===== src/rtl/puf_auth_scheduler_pkg.sv =====
// puf_auth_scheduler_pkg: shared state encoding, LFSR constants and parameter defaults
package puf_auth_scheduler_pkg;
  typedef enum logic [2:0] {IDLE, ARB, LOAD, START, WAIT, RESULT} state_e;
  localparam logic [15:0] LFSR_SEED = 16'hACE1;
  // taps 16,14,13,11 expressed as a mask over bits [15:0]
  localparam logic [15:0] LFSR_TAPS = 16'hB400;
  localparam int DEF_NUM_REQ = 4;
  localparam int DEF_MAX_RETRY = 2;
  localparam int DEF_TIMEOUT_CYC = 1024;
  localparam int DEF_LOCK_THRESH = 3;
endpackage


===== src/rtl/puf_auth_scheduler_rr_arbiter_onehot.sv =====
// rr_arbiter_onehot: round-robin one-hot arbiter whose search starts after the last winner
import puf_auth_scheduler_pkg::*;
module rr_arbiter_onehot #(
  parameter int NUM_REQ = DEF_NUM_REQ
) (
  input  logic               clk,
  input  logic               rst_n,
  input  logic [NUM_REQ-1:0] req_masked,
  input  logic               advance,
  output logic [NUM_REQ-1:0] grant_onehot
);
  localparam int PW = NUM_REQ > 1 ? $clog2(NUM_REQ) : 1;
  logic [PW-1:0] ptr_q, ptr_d, idx;
  logic found;
  always_comb begin
    grant_onehot = '0;
    ptr_d = ptr_q;
    idx = '0;
    found = 1'b0;
    for (int k = 0; k < NUM_REQ; k++) begin
      idx = PW'((int'(ptr_q) + k) % NUM_REQ);
      if (!found && req_masked[idx]) begin
        found = 1'b1;
        grant_onehot[idx] = 1'b1;
        ptr_d = PW'((int'(idx) + 1) % NUM_REQ);
      end
    end
  end
  always_ff @(posedge clk or negedge rst_n)
    if (!rst_n) ptr_q <= '0;
    else if (advance) ptr_q <= ptr_d;
endmodule


===== src/rtl/puf_auth_scheduler.sv =====
// puf_auth_scheduler: arbitrates chiplet PUF authentication requests onto one engine,
// with watchdog retries and sticky per-port tamper lockout.
import puf_auth_scheduler_pkg::*;
module puf_auth_scheduler #(
  parameter int NUM_REQ     = DEF_NUM_REQ,
  parameter int MAX_RETRY   = DEF_MAX_RETRY,
  parameter int TIMEOUT_CYC = DEF_TIMEOUT_CYC,
  parameter int LOCK_THRESH = DEF_LOCK_THRESH
) (
  input  logic               clk,
  input  logic               rst_n,
  input  logic [NUM_REQ-1:0] req,
  input  logic [15:0]        req_n_base,
  input  logic [15:0]        req_l_scan,
  output logic [NUM_REQ-1:0] grant,
  output logic [NUM_REQ-1:0] done,
  output logic [NUM_REQ-1:0] pass,
  output logic [NUM_REQ-1:0] locked,
  output logic               eng_start,
  output logic [15:0]        eng_n_auth,
  output logic [15:0]        eng_l_scan,
  input  logic               eng_success,
  input  logic               eng_tamper,
  output logic               busy
);
  state_e state_q, state_d;
  logic [NUM_REQ-1:0] grant_q, grant_d, locked_q, arb_grant;
  logic [15:0] lfsr_q, n_auth_q, l_scan_q;
  logic [31:0] wd_q, wd_d, retry_q, retry_d;
  logic pass_q, pass_d, tamp_q, tamp_d;
  logic [7:0] tcnt_q [NUM_REQ];

  rr_arbiter_onehot #(.NUM_REQ(NUM_REQ)) u_arb (
    .clk(clk),
    .rst_n(rst_n),
    .req_masked(req & ~locked_q),
    .advance(state_q == ARB),
    .grant_onehot(arb_grant)
  );

  always_comb begin
    state_d = state_q;
    grant_d = grant_q;
    wd_d = wd_q;
    retry_d = retry_q;
    pass_d = pass_q;
    tamp_d = tamp_q;
    case (state_q)
      IDLE: state_d = |(req & ~locked_q) ? ARB : IDLE;
      ARB: begin
        grant_d = arb_grant;
        state_d = |arb_grant ? LOAD : IDLE;
      end
      LOAD: state_d = START;
      START: begin
        wd_d = '0;
        state_d = WAIT;
      end
      WAIT: begin
        wd_d = wd_q + 32'd1;
        if (eng_tamper) begin
          state_d = RESULT;
          pass_d = 1'b0;
          tamp_d = 1'b1;
        end else if (eng_success) begin
          state_d = RESULT;
          pass_d = 1'b1;
          tamp_d = 1'b0;
        end else if (wd_q == 32'(TIMEOUT_CYC - 1)) begin
          // a timeout fails without counting as tamper
          if (retry_q < 32'(MAX_RETRY)) begin
            retry_d = retry_q + 32'd1;
            state_d = LOAD;
          end else begin
            state_d = RESULT;
            pass_d = 1'b0;
            tamp_d = 1'b0;
          end
        end
      end
      RESULT: begin
        grant_d = '0;
        retry_d = '0;
        state_d = IDLE;
      end
      default: state_d = IDLE;
    endcase
  end

  always_ff @(posedge clk or negedge rst_n)
    if (!rst_n) begin
      state_q <= IDLE;
      grant_q <= '0;
      wd_q <= '0;
      retry_q <= '0;
      pass_q <= 1'b0;
      tamp_q <= 1'b0;
      lfsr_q <= LFSR_SEED;
      n_auth_q <= '0;
      l_scan_q <= '0;
    end else begin
      state_q <= state_d;
      grant_q <= grant_d;
      wd_q <= wd_d;
      retry_q <= retry_d;
      pass_q <= pass_d;
      tamp_q <= tamp_d;
      lfsr_q <= {lfsr_q[14:0], ^(lfsr_q & LFSR_TAPS)};
      if (state_q == LOAD) begin
        n_auth_q <= req_n_base + {12'b0, lfsr_q[3:0]};
        l_scan_q <= req_l_scan;
      end
    end

  always_ff @(posedge clk or negedge rst_n)
    if (!rst_n) begin
      locked_q <= '0;
      for (int i = 0; i < NUM_REQ; i++) tcnt_q[i] <= '0;
    end else if (state_q == RESULT) begin
      for (int i = 0; i < NUM_REQ; i++)
        if (grant_q[i]) begin
          if (pass_q) tcnt_q[i] <= '0;
          else if (tamp_q && tcnt_q[i] != 8'(LOCK_THRESH)) begin
            tcnt_q[i] <= tcnt_q[i] + 8'd1;
            if (tcnt_q[i] + 8'd1 == 8'(LOCK_THRESH)) locked_q[i] <= 1'b1;
          end
        end
    end

  assign grant = grant_q;
  assign done = state_q == RESULT ? grant_q : '0;
  assign pass = (state_q == RESULT && pass_q) ? grant_q : '0;
  assign locked = locked_q;
  assign eng_start = state_q == START;
  assign eng_n_auth = n_auth_q;
  assign eng_l_scan = l_scan_q;
  assign busy = state_q != IDLE;
endmodule


===== config.mk =====
export PLATFORM = sky130hd
export DESIGN_NAME = puf_auth_scheduler
export DESIGN_NICKNAME = d
export VERILOG_FILES = /design/src/rtl/puf_auth_scheduler_pkg.sv /design/src/rtl/puf_auth_scheduler_rr_arbiter_onehot.sv /design/src/rtl/puf_auth_scheduler.sv
export SDC_FILE = /design/constraint.sdc
export NUM_CORES = 1
export LEC_CHECK = 0
export ABC_AREA = 1
export BUFFER_PORTS_ARGS = -buffer_cell sky130_fd_sc_hd__buf_2
export CAP_MARGIN = 10
export CORE_UTILIZATION = 45
export CTS_CLUSTER_DIAMETER = 60
export DETAILED_ROUTE_END_ITERATION = 6
export GPL_ROUTABILITY_DRIVEN = 0
export HOLD_SLACK_MARGIN = 0.02
export PLACE_DENSITY = 0.69
export SLEW_MARGIN = 10
export SYNTH_ARGS = -nofsm -noshare
export SYNTH_HDL_FRONTEND = slang
export SYNTH_SLANG_ARGS = --single-unit

===== constraint.sdc =====
create_clock -name clk -period 2.6 [get_ports clk]
set_input_delay 0.26 -clock clk [delete_from_list [all_inputs] [get_ports clk]]
set_output_delay 0.26 -clock clk [all_outputs]
set_load 0.01 [all_outputs]

==> results of run 1 <==
-- layout by cell type (no fill, tap or decap), drive strengths merged, types with 2 or more instances in the layout --
cell type	instances
nand2	206
o31ai	3
nand4	38
dfrtp	151
inv	161
clkbuf	19
ha	22
a21oi	14
o22ai	37
nor3	30
bufinv	2
xnor2	7
dlygate4sd3	4
nand3	66
nor2	107
buf	98
o21ai	46
clkinv	3
nor4	7
mux2i	2
nor3b	2
a31oi	2
dfstp	8
xor2	36
clkinvlp	2
-- cells by family after synthesis --
| family | share of synthesized area |
|---|---|
| muxes | 0.00250 |
| xor gates and xnor gates | 0.0470 |
| and+or+nand+nor | 0.255 |
| adders and majority gates | 0.0369 |
| buffers and inverters | 0.0821 |
| DFF | 0.498 |
| AOI/OAI and AO/OA | 0.0783 |
-- metal layers --
layer,vias to the layer above,share of wire,GRT usage
li1,3343,-,-
met1,3083,0.47,0.268
met2,148,0.46,0.322
met3,19,0.055,0.0557
met4,0,0.014,0.0618
met5,-,0,0
-- state kept, by name, summed over array words and instances, names as in the netlist --
register     flops
tamp_q           1
retry_q         32
lfsr_q          16
eng_n_auth      16
grant            4
pass_q           1
state_q          3
wd_q            32
locked           4
tcnt_q          32
u_arb.ptr_q      2
eng_l_scan      16
-- worst reg2reg max path: cells and delay by family (launching register included) --
kind | cells | cell delay, ps
adder cells (fa/ha/maj) | 2 | 550
AO/OA/AOI/OAI | 2 | 210
flip-flops | 1 | 540
buffers and inverters | 2 | 180
AND/OR/NAND/NOR | 6 | 740
-- metrics by stage --
step | setup slack, ps | util
floorplan | 465 | -
global placement | 299 | 0.504
detailed placement | 273 | 0.504
CTS | 234 | 0.541
global route | 2.53 | 0.541
finish | 256 | 0.541
-- how the worst max path moves through the flow --
| stage | from | end | slack (ps) | cells past startpoint |
|---|---|---|---|---|
| final | lfsr_q[0] | eng_n_auth[12] | 260 | 12 |
| after global routing | lfsr_q[0] | eng_n_auth[14] | 3 | 12 |
| after global placement | lfsr_q[0] | eng_n_auth[14] | 300 | 12 |
| after floorplan | lfsr_q[0] | eng_n_auth[12] | 470 | 12 |
| after CTS | lfsr_q[0] | eng_n_auth[14] | 230 | 12 |
| after detailed placement | lfsr_q[0] | eng_n_auth[14] | 270 | 12 |
-- final cells by class --
class / count / area [sq um] / share of cell area
well taps: 225 / 282 / 0.0300
repair buffers: 102 / 572 / 0.0609
multi-input cells: 634 / 3370 / 0.359
clock buffers: 19 / 443 / 0.0472
clock inverters: 13 / 154 / 0.0164
flip-flops and latches: 159 / 3990 / 0.425
inverters: 155 / 582 / 0.0620
-- power breakdown --
part / leakage [nW] / internal (mW) / switching [mW] / total, mW
clock: 0.290 / 1.47 / 1.08 / 2.54
combinational: 2.12 / 0.953 / 1.71 / 2.67
sequential: 2.10 / 3.06 / 0.349 / 3.40
total: 4.51 / 5.47 / 3.14 / 8.61
==> impl_metrics.xml, run 1 <==
<?xml version="1.0" encoding="UTF-8"?>
<metrics>
  <group name="floorplanning">
    <metric name="floorplan_die_height" unit="microns">135</metric>
    <metric name="core_region_area" unit="sq um">17400</metric>
    <metric name="rows" unit="">48</metric>
    <metric name="die_ar" unit="sq um">18300</metric>
    <metric name="die_w" unit="microns">135</metric>
    <metric name="floorplan.initialDensity" unit="">0.461</metric>
    <metric name="boundary_pins" unit="">90</metric>
  </group>
  <group name="worst_hold_path">
    <metric name="timing.hold.worst_path_depth" unit="">3</metric>
    <metric name="worst_hold_path_type" unit="">in2reg</metric>
    <metric name="worstHoldStart" unit="">req_l_scan[15]</metric>
    <metric name="min_delay_worst_endpoint" unit="">eng_l_scan[15]</metric>
  </group>
  <group name="layout">
    <metric name="layout-drive-gt1-share" unit="">0.153</metric>
    <metric name="diodes" unit="">0</metric>
    <metric name="design.final.nets" unit="">1132</metric>
    <metric name="finish.instance_area" unit="sq um">9390</metric>
    <metric name="area_growth" unit="%">17.3</metric>
    <metric name="finalNonFillerCells" unit="">1307</metric>
    <metric name="fill_cells" unit="">1610</metric>
  </group>
  <group name="power">
    <metric name="cellLeakagePower" unit="nW">4.51</metric>
    <metric name="power_per_cell_area" unit="nW/um^2">918</metric>
    <metric name="peakVddDrop" unit="mV">0.678</metric>
    <metric name="total_power" unit="mW">8.61</metric>
  </group>
  <group name="setup_path">
    <metric name="critical_path.endpoint_type" unit="">register</metric>
    <metric name="end_of_the_worst_register_to_register_path" unit="">eng_n_auth[12]</metric>
    <metric name="crit_path_start_kind" unit="">register</metric>
    <metric name="max_stage_delay" unit="ps">540</metric>
    <metric name="ff2ff_setup_slack" unit="ps">260</metric>
    <metric name="timing_worst_setup_path_type" unit="">reg2reg</metric>
    <metric name="crit_path_top_delay_cell" unit="">dfstp_2</metric>
    <metric name="worst_r2r_startpoint" unit="">lfsr_q[0]</metric>
    <metric name="critical_path_arrival" unit="ps">2660</metric>
    <metric name="worstPathCellList" unit="">ha_1 &gt; inv_1 &gt; fa_1 &gt; nand3b_1 &gt; nand2_1 &gt; nand2_1 &gt; nor2_1 &gt; nand4_1 &gt; inv_1 &gt; nand2_1 &gt; o21ai_0 &gt; o21ai_0</metric>
    <metric name="worst-endpoint-required" unit="ps">2910</metric>
    <metric name="worstPathBufferInverterCount" unit="">2</metric>
    <metric name="timing.critical_path.mode_cell" unit="">nand2_1</metric>
    <metric name="r2r_cells" unit="">12</metric>
    <metric name="cp_max_fo" unit="">3</metric>
    <metric name="crit_family" unit="">simple AND/OR/NAND/NOR gates</metric>
  </group>
  <group name="timing">
    <metric name="post-route-period-util" unit="">0.902</metric>
    <metric name="tightestPinTransition" unit="ps">658</metric>
    <metric name="final_count_of_hold_timing_violations" unit="">0</metric>
    <metric name="clock-skew-final" unit="ps">11.8</metric>
    <metric name="totalNegativeSetupSlack" unit="ps">0</metric>
    <metric name="number_of_slew_limit_violations_in_the_final_report" unit="">0</metric>
    <metric name="timing.slew.headroom" unit="">0.561</metric>
    <metric name="achievable_clock_frequency" unit="GHz">0.427</metric>
    <metric name="setup_viol_count_final" unit="">0</metric>
    <metric name="rsz0062_at_grt" unit="">false</metric>
    <metric name="finalHoldWorstSlack" unit="ps">30.3</metric>
    <metric name="min_tclk_post_route" unit="ps">2340</metric>
  </group>
  <group name="synth">
    <metric name="postSynth.topFlopCell" unit="">dfrtp_1</metric>
    <metric name="avgSynthCellArea" unit="sq um">8.32</metric>
    <metric name="post_synth_inst_count" unit="">962</metric>
    <metric name="synth.area.top_cells" unit="">dfrtp_1 (47%), nand2_1 (9.5%), inv_1 (7.0%), nor2_1 (4.5%), nand3_1 (4.1%)</metric>
    <metric name="synth_top_cells_by_count" unit="">nand2_1 (203), dfrtp_1 (151), inv_1 (149), nor2_1 (96), nand3_1 (66)</metric>
    <metric name="ys_types" unit="">41</metric>
    <metric name="post_synth_instance_area" unit="sq um">8010</metric>
    <metric name="synth.ff_latch_count" unit="">159</metric>
    <metric name="async_reset_ff_frac" unit="">1.00</metric>
    <metric name="ys.warnings.count" unit="">0</metric>
    <metric name="synth_enable_flop_cells" unit="">0</metric>
    <metric name="synth_sequential_area_ratio" unit="">0.498</metric>
    <metric name="synth.most_common_cell" unit="">nand2_1</metric>
    <metric name="post-synth-top-area-cell" unit="">dfrtp_1</metric>
    <metric name="synth.net_count" unit="">1025</metric>
    <metric name="synth_top_area_frac" unit="">0.472</metric>
  </group>
  <group name="route">
    <metric name="detail_route.vias_per_cell" unit="">5.04</metric>
    <metric name="detail_route.iter0.violations" unit="">423</metric>
    <metric name="wire_length_per_cell" unit="microns">13.3</metric>
    <metric name="antenna_left" unit="">0</metric>
    <metric name="route.vias.total" unit="">6593</metric>
    <metric name="detail_route.wirelength" unit="microns">17400</metric>
    <metric name="dr.pass1.iters" unit="">4</metric>
    <metric name="post_detailed_route_drc_marker_count" unit="">0</metric>
  </group>
  <group name="clocking">
    <metric name="clk_path_buf_depth" unit="">2</metric>
    <metric name="cts.sink_count" unit="">159</metric>
    <metric name="clock_tree_from_tritoncts" unit="">yes</metric>
    <metric name="cts.htree.levels" unit="">4</metric>
    <metric name="ctsHoldBuffers" unit="">4</metric>
    <metric name="clk_transition_reported_paths" unit="ps">70</metric>
    <metric name="clock_latency" unit="ps">430</metric>
    <metric name="num_cts_buffers" unit="">17</metric>
    <metric name="root_buffer" unit="">clkbuf_16</metric>
    <metric name="cts_setup_buffers" unit="">0</metric>
    <metric name="ctsResizeCount" unit="">0</metric>
  </group>
  <group name="global_routing">
    <metric name="number_of_global_route_vias_before_repair" unit="">6322</metric>
    <metric name="initial_antenna_violation_count" unit="">0</metric>
    <metric name="grt_pass1_wl" unit="microns">29300</metric>
    <metric name="total_grt_overflow" unit="">0</metric>
    <metric name="pin_count_of_the_biggest_net_entering_global_routing" unit="">72</metric>
    <metric name="gr-usage-all-layers" unit="">0.202</metric>
  </group>
  <group name="place">
    <metric name="dpl.cell_count" unit="">1271</metric>
    <metric name="place.port_buffers" unit="">89</metric>
    <metric name="detailed_placement_hpwl" unit="microns">12400</metric>
    <metric name="placement.cell_area" unit="sq um">8750</metric>
  </group>
  <group name="status">
    <metric name="outcome" unit="">finished, final reports clean</metric>
  </group>
  <group name="run">
    <metric name="timing.max_cap.violations" unit="">0</metric>
  </group>
</metrics>
Note: power is estimated with default switching activity, not from simulation.
==> run 2: changes to the inputs <==
- ABC_AREA: 1 -> unset
- CTS_CLUSTER_SIZE: unset -> 14
==> run 2 against run 1 <==
Effect of this change:
- register-to-register slack got worse by 20 ps
- setup slack got worse by 21 ps
- first-iteration DRC count fell by 3.5%
- non-clock buffer count rose by 13
- power fell by 10%
- highest routed layer unchanged
- critical path type unchanged
==> impl_metrics.xml, run 2 <==
<?xml version="1.0" encoding="UTF-8"?>
<metrics>
  <group name="route">
    <metric name="route.met3.wl" unit="microns">693</metric>
    <metric name="dr.pass1.iters" unit="">5</metric>
    <metric name="post_detailed_route_drc_marker_count" unit="">0</metric>
    <metric name="wire_length_per_cell" unit="microns">14.2</metric>
    <metric name="detail_route.vias_per_cell" unit="">5.34</metric>
    <metric name="detail_route.iter0.violations" unit="">408</metric>
    <metric name="detail_route.wirelength" unit="microns">16600</metric>
    <metric name="wl_met2" unit="microns">7540</metric>
    <metric name="antenna_left" unit="">0</metric>
    <metric name="route.vias.total" unit="">6215</metric>
    <metric name="wl_met1" unit="microns">8090</metric>
    <metric name="topRoutingLayerUsed" unit="">met4</metric>
  </group>
  <group name="timing">
    <metric name="achievable_clock_frequency" unit="GHz">0.423</metric>
    <metric name="post-route-period-util" unit="">0.910</metric>
    <metric name="min_tclk_post_route" unit="ps">2370</metric>
    <metric name="number_of_slew_limit_violations_in_the_final_report" unit="">0</metric>
    <metric name="totalNegativeSetupSlack" unit="ps">0</metric>
    <metric name="timing.slew.headroom" unit="">0.489</metric>
    <metric name="setup_ws_final" unit="ps">235</metric>
    <metric name="setup_viol_count_final" unit="">0</metric>
    <metric name="rsz0062_at_grt" unit="">false</metric>
    <metric name="clock-skew-final" unit="ps">12.3</metric>
    <metric name="tightestPinTransition" unit="ps">767</metric>
    <metric name="final_count_of_hold_timing_violations" unit="">0</metric>
  </group>
  <group name="synth">
    <metric name="post_synth_instance_area" unit="sq um">7800</metric>
    <metric name="postSynth.topFlopCell" unit="">dfrtp_1</metric>
    <metric name="synth_sequential_area_ratio" unit="">0.511</metric>
    <metric name="avgSynthCellArea" unit="sq um">9.44</metric>
    <metric name="post_synth_inst_count" unit="">827</metric>
    <metric name="synth.net_count" unit="">890</metric>
    <metric name="synth_enable_flop_cells" unit="">0</metric>
    <metric name="synth_top_area_frac" unit="">0.484</metric>
    <metric name="synth.most_common_cell" unit="">dfrtp_1</metric>
    <metric name="ys.warnings.count" unit="">0</metric>
    <metric name="async_reset_ff_frac" unit="">1.00</metric>
    <metric name="post-synth-top-area-cell" unit="">dfrtp_1</metric>
    <metric name="synth.area.top_cells" unit="">dfrtp_1 (48%), nand2_1 (6.5%), o21ai_0 (5.7%), nand3_1 (3.8%), ha_1 (3.5%)</metric>
    <metric name="synth_top_cells_by_count" unit="">dfrtp_1 (151), nand2_1 (135), o21ai_0 (89), nand3_1 (59), nor2_1 (56)</metric>
    <metric name="ys_types" unit="">54</metric>
    <metric name="synth.ff_latch_count" unit="">159</metric>
  </group>
  <group name="setup_path">
    <metric name="critical_path_arrival" unit="ps">2650</metric>
    <metric name="timing_worst_setup_path_type" unit="">reg2reg</metric>
    <metric name="worst-endpoint-required" unit="ps">2890</metric>
    <metric name="critPathLaunch" unit="">u_arb.ptr_q[1]</metric>
    <metric name="crit_path_start_kind" unit="">register</metric>
    <metric name="cp_max_fo" unit="">6</metric>
    <metric name="critical_path.endpoint_type" unit="">register</metric>
    <metric name="r2r_cells" unit="">8</metric>
    <metric name="worst_r2r_startpoint" unit="">u_arb.ptr_q[1]</metric>
  </group>
  <group name="global_routing">
    <metric name="grt_pass1_wl" unit="microns">29000</metric>
    <metric name="initial_antenna_violation_count" unit="">0</metric>
    <metric name="total_grt_overflow" unit="">0</metric>
    <metric name="pin_count_of_the_biggest_net_entering_global_routing" unit="">68</metric>
    <metric name="number_of_global_route_vias_before_repair" unit="">6066</metric>
    <metric name="gr-usage-all-layers" unit="">0.201</metric>
  </group>
  <group name="layout">
    <metric name="layout-drive-gt1-share" unit="">0.171</metric>
    <metric name="final_core_util" unit="">0.552</metric>
    <metric name="final_cell_mix" unit="">dfrtp_1 (151), nand2_1 (135), o21ai_0 (89), buf_2 (88), nand3_1 (59)</metric>
    <metric name="diodes" unit="">0</metric>
    <metric name="multi_input_comb_area" unit="sq um">3630</metric>
    <metric name="registers_with_the_most_flip_flops" unit="">retry_q: 32 flops, tcnt_q: 32 flops, wd_q: 32 flops</metric>
    <metric name="design.final.nets" unit="">994</metric>
    <metric name="fill_cells" unit="">1495</metric>
    <metric name="layout_commonest_cell" unit="">dfrtp_1</metric>
    <metric name="final-seq-area" unit="sq um">3990</metric>
    <metric name="area_growth" unit="%">18.6</metric>
  </group>
  <group name="floorplanning">
    <metric name="core_region_area" unit="sq um">16800</metric>
    <metric name="rows" unit="">47</metric>
    <metric name="die_w" unit="microns">134</metric>
    <metric name="floorplan_die_height" unit="microns">134</metric>
    <metric name="floorplan.initialDensity" unit="">0.466</metric>
    <metric name="die_ar" unit="sq um">17900</metric>
    <metric name="boundary_pins" unit="">90</metric>
  </group>
  <group name="status">
    <metric name="outcome" unit="">finished, final reports clean</metric>
  </group>
  <group name="clocking">
    <metric name="clock_tree_from_tritoncts" unit="">yes</metric>
    <metric name="cts.sink_count" unit="">159</metric>
    <metric name="cts.htree.levels" unit="">4</metric>
    <metric name="ctsHoldBuffers" unit="">9</metric>
    <metric name="clock_latency" unit="ps">420</metric>
    <metric name="root_buffer" unit="">clkbuf_16</metric>
    <metric name="clk_path_buf_depth" unit="">2</metric>
    <metric name="ctsResizeCount" unit="">0</metric>
    <metric name="cts_setup_buffers" unit="">0</metric>
    <metric name="num_cts_buffers" unit="">17</metric>
    <metric name="clk_transition_reported_paths" unit="ps">60</metric>
  </group>
  <group name="worst_hold_path">
    <metric name="worst_hold_path_type" unit="">in2reg</metric>
    <metric name="worstHoldStart" unit="">req_l_scan[12]</metric>
    <metric name="timing.hold.worst_path_depth" unit="">3</metric>
  </group>
  <group name="place">
    <metric name="place.port_buffers" unit="">89</metric>
    <metric name="detailed_placement_hpwl" unit="microns">11300</metric>
    <metric name="preCtsSetupSlack" unit="ps">255</metric>
  </group>
  <group name="power">
    <metric name="cellLeakagePower" unit="nW">4.48</metric>
    <metric name="total_power" unit="mW">7.73</metric>
    <metric name="power_per_cell_area" unit="nW/um^2">835</metric>
    <metric name="peakVddDrop" unit="mV">0.563</metric>
  </group>
  <group name="run">
    <metric name="timing.max_cap.violations" unit="">0</metric>
  </group>
</metrics>
run 2: changes by cell type after synthesis, moves of 11 or more:
cell,before,now
inv_1,149,16
nand2_1,203,135
o21ai_0,43,89
nor2_1,96,56
o22ai_1,37,0
and2_1,0,33
and3_1,0,24
nand4_1,38,19
xor2_1,36,21
nor3_1,26,12
clkbuf_1,8,21
nand2b_1,0,12
nor2b_1,0,11
o31ai_1,3,14
run 2: routing by layer:
metal / global-route usage / up-vias
met4: 0.0625 / 0
li1: - / 3112
met2: 0.309 / 113
met5: 0 / -
met3: 0.0438 / 21
met1: 0.283 / 2969
run 2: kinds of logic after synthesis:
family / share of synthesized area
AO/OA/AOI/OAI: 0.118
XOR/XNOR: 0.0325
adder cells (fa/ha/maj): 0.0378
buffers and inverters: 0.0240
flip-flops: 0.511
multiplexers: 0.0228
AND/OR/NAND/NOR: 0.254
run 2: through the flow:
stage / area (sq um) / instances / hold WS [ps]
2_1_floorplan: 7800 / 827 / -35.6
3_3_place_gp: 8550 / 1123 / 297
3_5_place_dp: 8550 / 1123 / 298
4_1_cts: 9260 / 1164 / 22.0
5_1_grt: 9260 / 1164 / 34.2
6_report: 9260 / 1164 / 32.5
run 2: final timing paths:
kind / endpoint / slack (ps)
worst max-delay path: state_q[1] / 230
worst min-delay path: eng_l_scan[12] / 30
worst min register to register: lfsr_q[9] / 350
max in group asynchronous: lfsr_q[11] / 1380
min in group asynchronous: tcnt_q[16] / 400
worst max register to register: state_q[1] / 230
run 2: area by class of cell:
| cell class | instances | area share |
|---|---|---|
| flip-flops and latches | 159 | 0.431 |
| multi-input cells | 621 | 0.392 |
| repair buffers | 115 | 0.0737 |
| clock buffers | 21 | 0.0497 |
| well taps | 220 | 0.0297 |
| clock inverters | 11 | 0.0169 |
| inverters | 17 | 0.00689 |
run 2: worst max-delay path: stages (launching register included):
cell	delay (ps)
dfrtp_1	430
inv_1	90
ha_1	310
inv_1	150
mux4_2	380
and2_4	180
a221o_1	350
o31ai_1	240
nand3_1	100
run 2: where the power goes:
part / total (mW) / internal (mW) / switching [mW]
clock network: 2.59 / 1.58 / 1.01
logic: 1.98 / 0.781 / 1.20
registers: 3.16 / 2.84 / 0.314
total: 7.73 / 5.20 / 2.53
==> run 3: changes to the inputs <==
- CORE_MARGIN: unset -> 8
- CORE_UTILIZATION: 45 -> 48
- HOLD_SLACK_MARGIN: 0.02 -> 0.15
- PLACE_DENSITY: 0.69 -> 0.73
==> run 3 against run 2 <==
Effect of this change:
- sequential share of layout area is 0.57 points lower
- routed wire length grew 3.4%
- combinational power about the same
- critical endpoint unchanged
- largest cell class unchanged
- largest power group unchanged
- highest routed layer unchanged
==> impl_metrics.xml, run 3 (synthesized netlist as in run 2, its figures left out) <==
<?xml version="1.0" encoding="UTF-8"?>
<metrics>
  <group name="worst_hold_path">
    <metric name="worst_hold_path_type" unit="">in2reg</metric>
    <metric name="timing.hold.worst_path_depth" unit="">3</metric>
    <metric name="worstHoldStart" unit="">req_n_base[12]</metric>
    <metric name="min_delay_worst_endpoint" unit="">eng_n_auth[12]</metric>
  </group>
  <group name="setup_path">
    <metric name="r2r_cells" unit="">8</metric>
    <metric name="critical_path.endpoint_type" unit="">register</metric>
    <metric name="critical_path_arrival" unit="ps">2670</metric>
    <metric name="crit_path_start_kind" unit="">register</metric>
    <metric name="worst_r2r_startpoint" unit="">u_arb.ptr_q[0]</metric>
    <metric name="ff2ff_setup_slack" unit="ps">220</metric>
    <metric name="cp_max_fo" unit="">8</metric>
    <metric name="end_of_the_worst_register_to_register_path" unit="">state_q[1]</metric>
    <metric name="worst-endpoint-required" unit="ps">2890</metric>
    <metric name="timing_worst_setup_path_type" unit="">reg2reg</metric>
  </group>
  <group name="status">
    <metric name="outcome" unit="">finished, final reports clean</metric>
  </group>
  <group name="clocking">
    <metric name="root_buffer" unit="">clkbuf_16</metric>
    <metric name="cts.htree.levels" unit="">4</metric>
    <metric name="ctsHoldBuffers" unit="">24</metric>
    <metric name="ctsResizeCount" unit="">0</metric>
    <metric name="clk_path_buf_depth" unit="">2</metric>
    <metric name="clock_latency" unit="ps">420</metric>
    <metric name="clk_transition_reported_paths" unit="ps">70</metric>
    <metric name="cts.sink_count" unit="">159</metric>
    <metric name="cts_setup_buffers" unit="">0</metric>
    <metric name="clock_tree_from_tritoncts" unit="">yes</metric>
    <metric name="num_cts_buffers" unit="">17</metric>
  </group>
  <group name="route">
    <metric name="detail_route.wirelength" unit="microns">17100</metric>
    <metric name="dr.pass1.iters" unit="">4</metric>
    <metric name="antenna_left" unit="">0</metric>
    <metric name="wire_length_per_cell" unit="microns">14.6</metric>
    <metric name="detail_route.iter0.violations" unit="">309</metric>
    <metric name="detail_route.vias_per_cell" unit="">5.41</metric>
    <metric name="post_detailed_route_drc_marker_count" unit="">0</metric>
    <metric name="route.vias.total" unit="">6356</metric>
  </group>
  <group name="global_routing">
    <metric name="grt_use_met3" unit="">0.0511</metric>
    <metric name="grt_busiest_layer" unit="">met2</metric>
    <metric name="number_of_global_route_vias_before_repair" unit="">6174</metric>
    <metric name="pin_count_of_the_biggest_net_entering_global_routing" unit="">61</metric>
    <metric name="initial_antenna_violation_count" unit="">0</metric>
    <metric name="groute.layer.met1.usage" unit="">0.230</metric>
    <metric name="gr-usage-all-layers" unit="">0.176</metric>
    <metric name="grt_pass1_wl" unit="microns">29300</metric>
    <metric name="grtUsageMet2" unit="">0.276</metric>
    <metric name="total_grt_overflow" unit="">0</metric>
  </group>
  <group name="floorplanning">
    <metric name="die_w" unit="microns">144</metric>
    <metric name="floorplan.initialDensity" unit="">0.491</metric>
    <metric name="floorplan_die_height" unit="microns">144</metric>
    <metric name="boundary_pins" unit="">90</metric>
    <metric name="core_region_area" unit="sq um">15900</metric>
    <metric name="die_ar" unit="sq um">20600</metric>
    <metric name="rows" unit="">46</metric>
  </group>
  <group name="layout">
    <metric name="registers_with_the_most_flip_flops" unit="">retry_q: 32 flops, tcnt_q: 32 flops, wd_q: 32 flops</metric>
    <metric name="layout_commonest_cell" unit="">dfrtp_1</metric>
    <metric name="design.final.nets" unit="">1008</metric>
    <metric name="layout-drive-gt1-share" unit="">0.168</metric>
    <metric name="area_growth" unit="%">20.2</metric>
    <metric name="final_cell_mix" unit="">dfrtp_1 (151), nand2_1 (135), o21ai_0 (89), buf_2 (88), nand3_1 (59)</metric>
    <metric name="fill_cells" unit="">1378</metric>
    <metric name="diodes" unit="">0</metric>
  </group>
  <group name="timing">
    <metric name="setup_ws_final" unit="ps">221</metric>
    <metric name="clock-skew-final" unit="ps">10.6</metric>
    <metric name="min_tclk_post_route" unit="ps">2380</metric>
    <metric name="post-route-period-util" unit="">0.915</metric>
    <metric name="final_count_of_hold_timing_violations" unit="">0</metric>
    <metric name="rsz0062_at_grt" unit="">false</metric>
    <metric name="number_of_slew_limit_violations_in_the_final_report" unit="">0</metric>
    <metric name="achievable_clock_frequency" unit="GHz">0.420</metric>
    <metric name="totalNegativeSetupSlack" unit="ps">0</metric>
    <metric name="setup_viol_count_final" unit="">0</metric>
    <metric name="tightestPinTransition" unit="ps">748</metric>
    <metric name="timing.slew.headroom" unit="">0.501</metric>
  </group>
  <group name="power">
    <metric name="peakVddDrop" unit="mV">0.526</metric>
    <metric name="cellLeakagePower" unit="nW">4.54</metric>
    <metric name="power_per_cell_area" unit="nW/um^2">819</metric>
  </group>
  <group name="place">
    <metric name="place.port_buffers" unit="">89</metric>
    <metric name="detailed_placement_hpwl" unit="microns">11600</metric>
    <metric name="preCtsSetupSlack" unit="ps">276</metric>
  </group>
  <group name="run">
    <metric name="timing.max_cap.violations" unit="">0</metric>
  </group>
</metrics>
==> run 3: layer usage <==
metal,part of all wire,vias to the layer above
met3,0.052,20
met1,0.46,3050
met2,0.47,139
met4,0.013,0
li1,-,3147
met5,0,-
==> run 3: cell type report <==
class | count | area, sq um | area share
multi-input cells | 621 | 3630 | 0.387
well taps | 216 | 270 | 0.0288
repair buffers | 129 | 825 | 0.0879
clock buffers | 20 | 457 | 0.0487
clock inverters | 12 | 148 | 0.0157
inverters | 17 | 63.8 | 0.00680
flip-flops and latches | 159 | 3990 | 0.425
==> run 3: worst max path at each step <==
stage | startpoint | to | depth (start not counted)
finish | u_arb.ptr_q[0] | state_q[1] | 8
global route | u_arb.ptr_q[1] | state_q[1] | 8
CTS | u_arb.ptr_q[0] | state_q[1] | 8
detailed placement | u_arb.ptr_q[1] | state_q[1] | 8
global placement | u_arb.ptr_q[0] | state_q[1] | 8
floorplan | u_arb.ptr_q[0] | state_q[1] | 8
==> run 3: critical path: stages (launching register included) <==
cell	delay, ps
dfrtp_1	390
inv_2	150
ha_1	280
inv_1	130
mux4_2	380
and2_4	180
a221o_1	350
o31ai_1	280
nand3_1	110
==> run 3: power breakdown <==
part | leakage, nW | switching, mW | internal (mW)
clock network | 0.296 | 1.03 | 1.49
logic | 2.13 | 1.20 | 0.785
registers | 2.12 | 0.321 | 2.84
==> run 3: stage by stage <==
stage | std cells | util | cell area (sq um) | total power, mW | hold WS (ps)
after global placement | 1118 | 0.537 | 8540 | 5.13 | 269
after CTS | 1174 | 0.591 | 9380 | 7.75 | 154
after global routing | 1174 | 0.591 | 9380 | 8.16 | 170
final | 1174 | 0.591 | 9380 | 7.68 | 169
after floorplan | 827 | - | 7800 | 4.39 | -35.6
after detailed placement | 1118 | 0.537 | 8540 | 5.17 | 272
